### config.mk
export PLATFORM = sky130hd
export DESIGN_NAME = mult_batch_arbiter_flat
export DESIGN_NICKNAME = d
export VERILOG_FILES = /design/src/rtl/mult_batch_arbiter_if.sv /design/src/rtl/mult_batch_arbiter.sv /design/src/flat_wrapper.sv
export SDC_FILE = /design/constraint.sdc
export NUM_CORES = 1
export LEC_CHECK = 0
export ABC_AREA = 0
export BUFFER_PORTS_ARGS = -buffer_cell sky130_fd_sc_hd__buf_2
export CELL_PAD_IN_SITES_DETAIL_PLACEMENT = 0
export CELL_PAD_IN_SITES_GLOBAL_PLACEMENT = 1
export CORE_MARGIN = 2
export CORE_UTILIZATION = 29
export CTS_CLUSTER_DIAMETER = 200
export DETAILED_ROUTE_END_ITERATION = 8
export PLACE_DENSITY_LB_ADDON = 0.25
export SETUP_SLACK_MARGIN = 0.4
export SLEW_MARGIN = 20
export SYNTH_ARGS = -nofsm -noshare
export SYNTH_HDL_FRONTEND = slang
export SYNTH_SLANG_ARGS = --single-unit
### constraint.sdc
create_clock -name clk -period 4.9 [get_ports clk]
set_input_delay 0.98 -clock clk [delete_from_list [all_inputs] [get_ports clk]]
set_output_delay 0.98 -clock clk [all_outputs]
set_load 0.01 [all_outputs]
### src/rtl/mult_batch_arbiter_if.sv
// Requester-fabric and multiplier-side signals of mult_batch_arbiter.
// master = arbiter side, slave = requesters plus multiplier.
interface mult_batch_arbiter_if #(
    parameter int NREQ  = 2,
    parameter int WIDTH = 32
);
    localparam int GW = (NREQ > 1) ? $clog2(NREQ) : 1;

    logic [NREQ-1:0]    req_valid;
    logic [NREQ*16-1:0] req_op0;
    logic [NREQ*16-1:0] req_op1;
    logic [NREQ-1:0]    req_ready;
    logic [NREQ-1:0]    res_valid;
    logic [WIDTH-1:0]   res_data;
    logic [GW-1:0]      grant_id;
    logic               busy;
    logic               err;
    logic               EN_mult;
    logic [15:0]        mult_input0;
    logic [15:0]        mult_input1;
    logic               RDY_mult;
    logic               EN_blockRead;
    logic               VALID_memVal;
    logic [WIDTH-1:0]   memVal_data;

    modport master (
        input  req_valid, req_op0, req_op1,
        input  RDY_mult, VALID_memVal, memVal_data,
        output req_ready, res_valid, res_data,
        output grant_id, busy, err,
        output EN_mult, mult_input0, mult_input1,
        output EN_blockRead
    );

    modport slave (
        output req_valid, req_op0, req_op1,
        output RDY_mult, VALID_memVal, memVal_data,
        input  req_ready, res_valid, res_data,
        input  grant_id, busy, err,
        input  EN_mult, mult_input0, mult_input1,
        input  EN_blockRead
    );
endinterface

### src/rtl/mult_batch_arbiter.sv
// Round-robin batch scheduler sharing one multiplier and its result
// memory: a grant covers one full fill plus one full block read.
module mult_batch_arbiter #(
    parameter int NREQ     = 2,
    parameter int LOGDEPTH = 6,
    parameter int WIDTH    = 32,
    parameter int TIMEOUT  = 256
) (
    input  logic clk,
    input  logic rst,
    mult_batch_arbiter_if.master bus
);
    localparam int GW = (NREQ > 1) ? $clog2(NREQ) : 1;
    localparam int CW = LOGDEPTH + 1;
    localparam int WW = $clog2(TIMEOUT + 1);
    localparam logic [CW-1:0] DEPTH     = CW'(2 ** LOGDEPTH);
    localparam logic [WW-1:0] WD_LAST   = WW'(TIMEOUT - 1);
    localparam logic [GW-1:0] LAST_INIT = GW'(NREQ - 1);

    typedef enum logic [2:0] {
        S_IDLE,
        S_FILL,
        S_WAIT_FULL,
        S_DRAIN_REQ,
        S_DRAIN
    } state_t;

    state_t        r_state, w_state_nxt;
    logic [GW-1:0] r_grant, w_grant_nxt;
    logic [GW-1:0] r_last, w_last_nxt;
    logic [CW-1:0] r_op_cnt, w_op_nxt;
    logic [CW-1:0] r_res_cnt, w_res_nxt;
    logic [WW-1:0] r_wd, w_wd_nxt;
    logic          r_err, w_err_nxt;

    logic [GW-1:0]   w_pick;
    logic [GW-1:0]   w_idx;
    logic            w_any;
    logic            w_fill;
    logic            w_drain;
    logic            w_busy;
    logic            w_gvalid;
    logic            w_accept;
    logic [15:0]     w_op0;
    logic [15:0]     w_op1;
    logic [NREQ-1:0] w_ready;
    logic [NREQ-1:0] w_resv;
    logic [CW-1:0]   w_op_inc;
    logic [CW-1:0]   w_res_inc;

    // Outputs are forced quiet while rst is high.
    assign w_fill  = ~rst & (r_state == S_FILL);
    assign w_drain = ~rst & (r_state == S_DRAIN);
    assign w_busy  = ~rst & (r_state != S_IDLE);

    assign w_accept  = (r_state == S_FILL) & w_gvalid & bus.RDY_mult;
    assign w_op_inc  = r_op_cnt + CW'(1);
    assign w_res_inc = r_res_cnt + CW'(1);

    // Round-robin pick: first requester after last_grant, wrapping.
    always_comb begin
        w_pick = '0;
        w_any  = 1'b0;
        w_idx  = '0;
        for (int k = 1; k <= NREQ; k++) begin
            w_idx = GW'((int'(r_last) + k) % NREQ);
            if (!w_any && bus.req_valid[w_idx]) begin
                w_any  = 1'b1;
                w_pick = w_idx;
            end
        end
    end

    // Owner slice select and per-requester handshake decode.
    always_comb begin
        w_gvalid = 1'b0;
        w_op0    = '0;
        w_op1    = '0;
        w_ready  = '0;
        w_resv   = '0;
        for (int i = 0; i < NREQ; i++) begin
            if (r_grant == GW'(i)) begin
                w_gvalid   = bus.req_valid[i];
                w_op0      = bus.req_op0[i*16 +: 16];
                w_op1      = bus.req_op1[i*16 +: 16];
                w_ready[i] = w_fill & bus.RDY_mult;
                w_resv[i]  = w_drain & bus.VALID_memVal;
            end
        end
    end

    // Next-state: batch sequencing, counters and watchdog.
    always_comb begin
        w_state_nxt = r_state;
        w_grant_nxt = r_grant;
        w_last_nxt  = r_last;
        w_op_nxt    = r_op_cnt;
        w_res_nxt   = r_res_cnt;
        w_wd_nxt    = r_wd;
        w_err_nxt   = r_err;
        unique case (r_state)
            S_IDLE: begin
                if (w_any) begin
                    w_grant_nxt = w_pick;
                    w_op_nxt    = '0;
                    w_res_nxt   = '0;
                    w_wd_nxt    = '0;
                    w_state_nxt = S_FILL;
                end
            end
            S_FILL: begin
                if (w_accept) begin
                    w_op_nxt = w_op_inc;
                    if (w_op_inc == DEPTH) begin
                        w_wd_nxt    = '0;
                        w_state_nxt = S_WAIT_FULL;
                    end
                end
            end
            S_WAIT_FULL: begin
                if (!bus.RDY_mult) begin
                    w_wd_nxt    = '0;
                    w_state_nxt = S_DRAIN_REQ;
                end else if (r_wd == WD_LAST) begin
                    w_err_nxt   = 1'b1;
                    w_last_nxt  = r_grant;
                    w_state_nxt = S_IDLE;
                end else begin
                    w_wd_nxt = r_wd + WW'(1);
                end
            end
            S_DRAIN_REQ: begin
                w_wd_nxt    = '0;
                w_state_nxt = S_DRAIN;
            end
            S_DRAIN: begin
                if (bus.VALID_memVal) begin
                    w_res_nxt = w_res_inc;
                    w_wd_nxt  = '0;
                    if (w_res_inc == DEPTH) begin
                        w_last_nxt  = r_grant;
                        w_state_nxt = S_IDLE;
                    end
                end else if (r_wd == WD_LAST) begin
                    w_err_nxt   = 1'b1;
                    w_last_nxt  = r_grant;
                    w_state_nxt = S_IDLE;
                end else begin
                    w_wd_nxt = r_wd + WW'(1);
                end
            end
            default: w_state_nxt = S_IDLE;
        endcase
    end

    // State register; reset makes requester 0 win first.
    always_ff @(posedge clk) begin
        if (rst) begin
            r_state   <= S_IDLE;
            r_grant   <= '0;
            r_last    <= LAST_INIT;
            r_op_cnt  <= '0;
            r_res_cnt <= '0;
            r_wd      <= '0;
            r_err     <= 1'b0;
        end else begin
            r_state   <= w_state_nxt;
            r_grant   <= w_grant_nxt;
            r_last    <= w_last_nxt;
            r_op_cnt  <= w_op_nxt;
            r_res_cnt <= w_res_nxt;
            r_wd      <= w_wd_nxt;
            r_err     <= w_err_nxt;
        end
    end

    assign bus.busy         = w_busy;
    assign bus.grant_id     = w_busy ? r_grant : '0;
    assign bus.err          = ~rst & r_err;
    assign bus.req_ready    = w_ready;
    assign bus.EN_mult      = w_fill & w_gvalid & bus.RDY_mult;
    assign bus.mult_input0  = w_fill ? w_op0 : 16'd0;
    assign bus.mult_input1  = w_fill ? w_op1 : 16'd0;
    assign bus.EN_blockRead = ~rst & (r_state == S_DRAIN_REQ);
    assign bus.res_valid    = w_resv;
    assign bus.res_data     = w_drain ? bus.memVal_data : '0;
endmodule

### src/flat_wrapper.sv
// flat-port wrapper written by rule: the top's interface ports become plain ports
module mult_batch_arbiter_flat 
#(
    parameter int NREQ     = 2,
    parameter int LOGDEPTH = 6,
    parameter int WIDTH    = 32,
    parameter int TIMEOUT  = 256
)
  (clk, rst, bus_req_valid, bus_req_op0, bus_req_op1, bus_RDY_mult, bus_VALID_memVal, bus_memVal_data, bus_req_ready, bus_res_valid, bus_res_data, bus_grant_id, bus_busy, bus_err, bus_EN_mult, bus_mult_input0, bus_mult_input1, bus_EN_blockRead);
  mult_batch_arbiter_if #(.NREQ(NREQ), .WIDTH(WIDTH)) bus_i ();
  input  logic clk;
  input  logic rst;
  input wire logic [$bits(bus_i.req_valid)-1:0] bus_req_valid;
  input wire logic [$bits(bus_i.req_op0)-1:0] bus_req_op0;
  input wire logic [$bits(bus_i.req_op1)-1:0] bus_req_op1;
  input wire logic [$bits(bus_i.RDY_mult)-1:0] bus_RDY_mult;
  input wire logic [$bits(bus_i.VALID_memVal)-1:0] bus_VALID_memVal;
  input wire logic [$bits(bus_i.memVal_data)-1:0] bus_memVal_data;
  output wire logic [$bits(bus_i.req_ready)-1:0] bus_req_ready;
  output wire logic [$bits(bus_i.res_valid)-1:0] bus_res_valid;
  output wire logic [$bits(bus_i.res_data)-1:0] bus_res_data;
  output wire logic [$bits(bus_i.grant_id)-1:0] bus_grant_id;
  output wire logic [$bits(bus_i.busy)-1:0] bus_busy;
  output wire logic [$bits(bus_i.err)-1:0] bus_err;
  output wire logic [$bits(bus_i.EN_mult)-1:0] bus_EN_mult;
  output wire logic [$bits(bus_i.mult_input0)-1:0] bus_mult_input0;
  output wire logic [$bits(bus_i.mult_input1)-1:0] bus_mult_input1;
  output wire logic [$bits(bus_i.EN_blockRead)-1:0] bus_EN_blockRead;
  assign bus_i.req_valid = bus_req_valid;
  assign bus_i.req_op0 = bus_req_op0;
  assign bus_i.req_op1 = bus_req_op1;
  assign bus_i.RDY_mult = bus_RDY_mult;
  assign bus_i.VALID_memVal = bus_VALID_memVal;
  assign bus_i.memVal_data = bus_memVal_data;
  assign bus_req_ready = bus_i.req_ready;
  assign bus_res_valid = bus_i.res_valid;
  assign bus_res_data = bus_i.res_data;
  assign bus_grant_id = bus_i.grant_id;
  assign bus_busy = bus_i.busy;
  assign bus_err = bus_i.err;
  assign bus_EN_mult = bus_i.EN_mult;
  assign bus_mult_input0 = bus_i.mult_input0;
  assign bus_mult_input1 = bus_i.mult_input1;
  assign bus_EN_blockRead = bus_i.EN_blockRead;
  mult_batch_arbiter #(.NREQ(NREQ), .LOGDEPTH(LOGDEPTH), .WIDTH(WIDTH), .TIMEOUT(TIMEOUT)) u_core (.clk(clk), .rst(rst), .bus(bus_i));
endmodule
==> qor.yml <==
place:
  hpwl_um: 6420
  port_buffers: 174
  place_congestion: 0.794
yosys:
  synth_seq_area_share_pct: 24.0
  synth_area_leaders: "dfxtp_1 (24%), mux2i_1 (14%), and2_1 (9.3%)"
  postSynthCellCount: 327
  synth-edff-count: 0
  synth.distinct_cells: 51
  synthFlopType: "dfxtp_1"
  synth_commonest_cells: "nor2_1 (60), and2_1 (36), mux2i_1 (34)"
  yosys_warnings: 0
  syn-num-nets: 432
  yosysTopAreaCellShare_pct: 24.0
  syn_avg_cell_area_um2: 7.40
  yosys.area.top_type: "dfxtp_1"
  synth_most_common_cell: "nor2_1"
  synth-async-reset-ratio_pct: 0
  ys_ff_latch: 29
  netlist_area_um2: 2420
floorplanning:
  die_area_um2: 9100
  fp.dieW_um: 95.4
  core_um2: 8130
  rows: 33
  fp.dieH_um: 95.4
  initial_utilization_pct: 29.8
  ios: 175
critical_path:
  r2r_start: "u_core.r_state[2]"
  crit_slowest_cell: "or2b_2"
  worstSetupPathType: "flop to output port"
  reg2reg_setup_slack_ns: 2.51
  endpoint: "bus_mult_input1[1]"
  r2r_end: "u_core.r_wd[3]"
  end_kind: "output port"
  reg2regPathDepth: 5
  crit_required_ns: 3.92
  crit_path_max_fanout: 33
  startpoint_type: "flop"
  crit_arrival_ns: 2.13
  startpoint: "u_core.r_state[0]"
  max_stage_delay_ns: 0.58
  path_cells: "nor3b_4 > or2b_2 > nor2_1 > buf_2"
global_route:
  met2_usage_pct: 30.6
  grt_usage_pct: 17.7
  top_usage_layer: "met2"
  antenna_found_initial: 0
  grt_use_met1_pct: 20.8
  grt_start_max_net_pins: 42
  overflow: 0
  first_global_vias: 2564
  met3_usage_pct: 5.30
  grt_pass1_wl_um: 12600
clocking:
  clk_pin_slew_worst_paths_ns: 0.07
  cts.repair.resized: 0
  ctsHoldBuffers: 0
  post_cts_buffers: 0
  cts_tree: "done"
  clk_latency_ns: 0.29
  htree_levels: 2
  numCtsBuffers: 5
  clkSinkCount: 29
  clk_path_buf_depth: 2
  cts_root_buf: "clkbuf_8"
power:
  clkPwrFrac_pct: 21.5
  power.density_nw_per_um2: 268
  vdd_drop_max_v: 0.000104
  p_sw_uw: 383
  seqPwrFrac_pct: 30.0
  p_leak_uw: 0.00163
  pwr-share-comb_pct: 48.5
  internal_power_uw: 535
  swShare_pct: 41.7
detailed_routing:
  drt-pass1-iter-count: 4
  drt.antenna.violating_nets: 0
  routed_via_density: 4.73
  routedWlPerCell_um: 13.8
  first_iter_violations: 104
  drc: 0
  routed-via-count: 2819
  wirelength_um: 8210
min_path:
  hold_class: "flop to flop"
cells_and_area:
  drive_gt1_share_pct: 40.5
  syn_to_final_growth_pct: 41.4
  fin_util_pct: 42.1
  nFillCells: 845
  finalNetCount: 595
  antenna_cells: 0
sta:
  setup_viol: 0
  max_slew.worst_pin.slew_ns: 0.848
  slew_headroom_pct: 43.0
  rsz0062_at_grt: "false"
  period_needed_ns: 3.11
  fin_setup_tns_ns: 0
  slew_viol_final: 0
  finalCritPeriodShare_pct: 63.5
  fmax_ghz: 0.321
  hold_viol: 0
  fin_skew_ns: 0.00842
status:
  status: "completed"
run:
  maxCapViolations: 0
==> cell families (layout without fill, tap and decap cells) <==
group | after synthesis | after routing | share of synthesized area [%]
AND/OR/NAND/NOR | 171 | 171 | 37.2
multiplexers | 37 | 37 | 15.5
buffers and inverters | 24 | 188 | 4.86
AO/OA/AOI/OAI | 60 | 60 | 15.9
flip-flops | 29 | 29 | 24.0
XOR/XNOR | 3 | 3 | 1.09
adder cells (fa/ha/maj) | 3 | 3 | 1.55
==> cell type report <==
type	count	area (um2)	area share, %
repair buffers	177	893	26.1
clock inverters	2	10.0	0.292
inverters	3	11.3	0.329
clock buffers	6	72.6	2.12
flip-flops and latches	29	582	17.0
multi-input cells	274	1720	50.3
well taps	105	131	3.84
==> sequential cells by signal, indices dropped and copies added, names as in the netlist <==
| signal | flops |
|---|---|
| u_core.r_grant | 1 |
| u_core.r_state | 3 |
| u_core.r_wd | 9 |
| u_core.r_err | 1 |
| u_core.r_res_cnt | 7 |
| u_core.r_last | 1 |
| u_core.r_op_cnt | 7 |
==> cell usage in the layout (no fill, tap or decap), types with 4 or more instances in the layout <==
cell / instances
a211oi_1: 5
a21oi_1: 20
a311oi_1: 5
and2_1: 36
and3_1: 7
buf_2: 174
clkbuf_8: 5
dfxtp_1: 28
mux2i_1: 34
nand2_1: 23
nand2b_1: 8
nand3_1: 8
nor2_1: 60
nor2b_1: 4
o21ai_0: 11
or3_1: 4
==> worst min path at each step <==
| stage | start | to | slack [ns] | depth (start not counted) |
|---|---|---|---|---|
| 3_3_place_gp | u_core.r_wd[8] | u_core.r_wd[8] | 0.45 | 2 |
| 4_1_cts | u_core.r_wd[8] | u_core.r_wd[8] | 0.47 | 2 |
| 6_report | u_core.r_err | u_core.r_err | 0.47 | 2 |
| 3_5_place_dp | u_core.r_err | u_core.r_err | 0.46 | 2 |
| 2_1_floorplan | u_core.r_err | u_core.r_err | 0.43 | 2 |
| 5_1_grt | u_core.r_wd[8] | u_core.r_wd[8] | 0.49 | 2 |
==> power groups by stage <==
stage	Combinational, uW	Sequential, uW	Clock (uW)
after floorplan	341	262	0
after global placement	444	280	0
after detailed placement	446	280	0
after CTS	449	275	202
after global routing	492	279	214
final	445	275	197
==> critical path: cells and delay by family, from the launching register on <==
kind                   cells  cell delay [ns]
buffers and inverters      1             0.16
and+or+nand+nor            3             1.18
DFF                        1             0.49
==> metal layers <==
| layer | up-vias | part of all wire [%] |
|---|---|---|
| met5 | - | 0 |
| met4 | 0 | 1.9 |
| met3 | 12 | 6.3 |
| met2 | 93 | 50 |
| met1 | 1238 | 41 |
| li1 | 1476 | - |
==> through the flow <==
stage	setup WS, ns	total power [uW]	hold slack [ns]	cell area, um2	cells
after detailed placement	1.65	727	0.459	3340	588
final	1.79	917	0.468	3420	596
after CTS	1.54	926	0.470	3420	596
after global routing	1.64	984	0.492	3420	596
after global placement	1.70	725	0.448	3340	588
after floorplan	2.21	603	0.429	2420	327
Power figures use the tool's default switching activity.
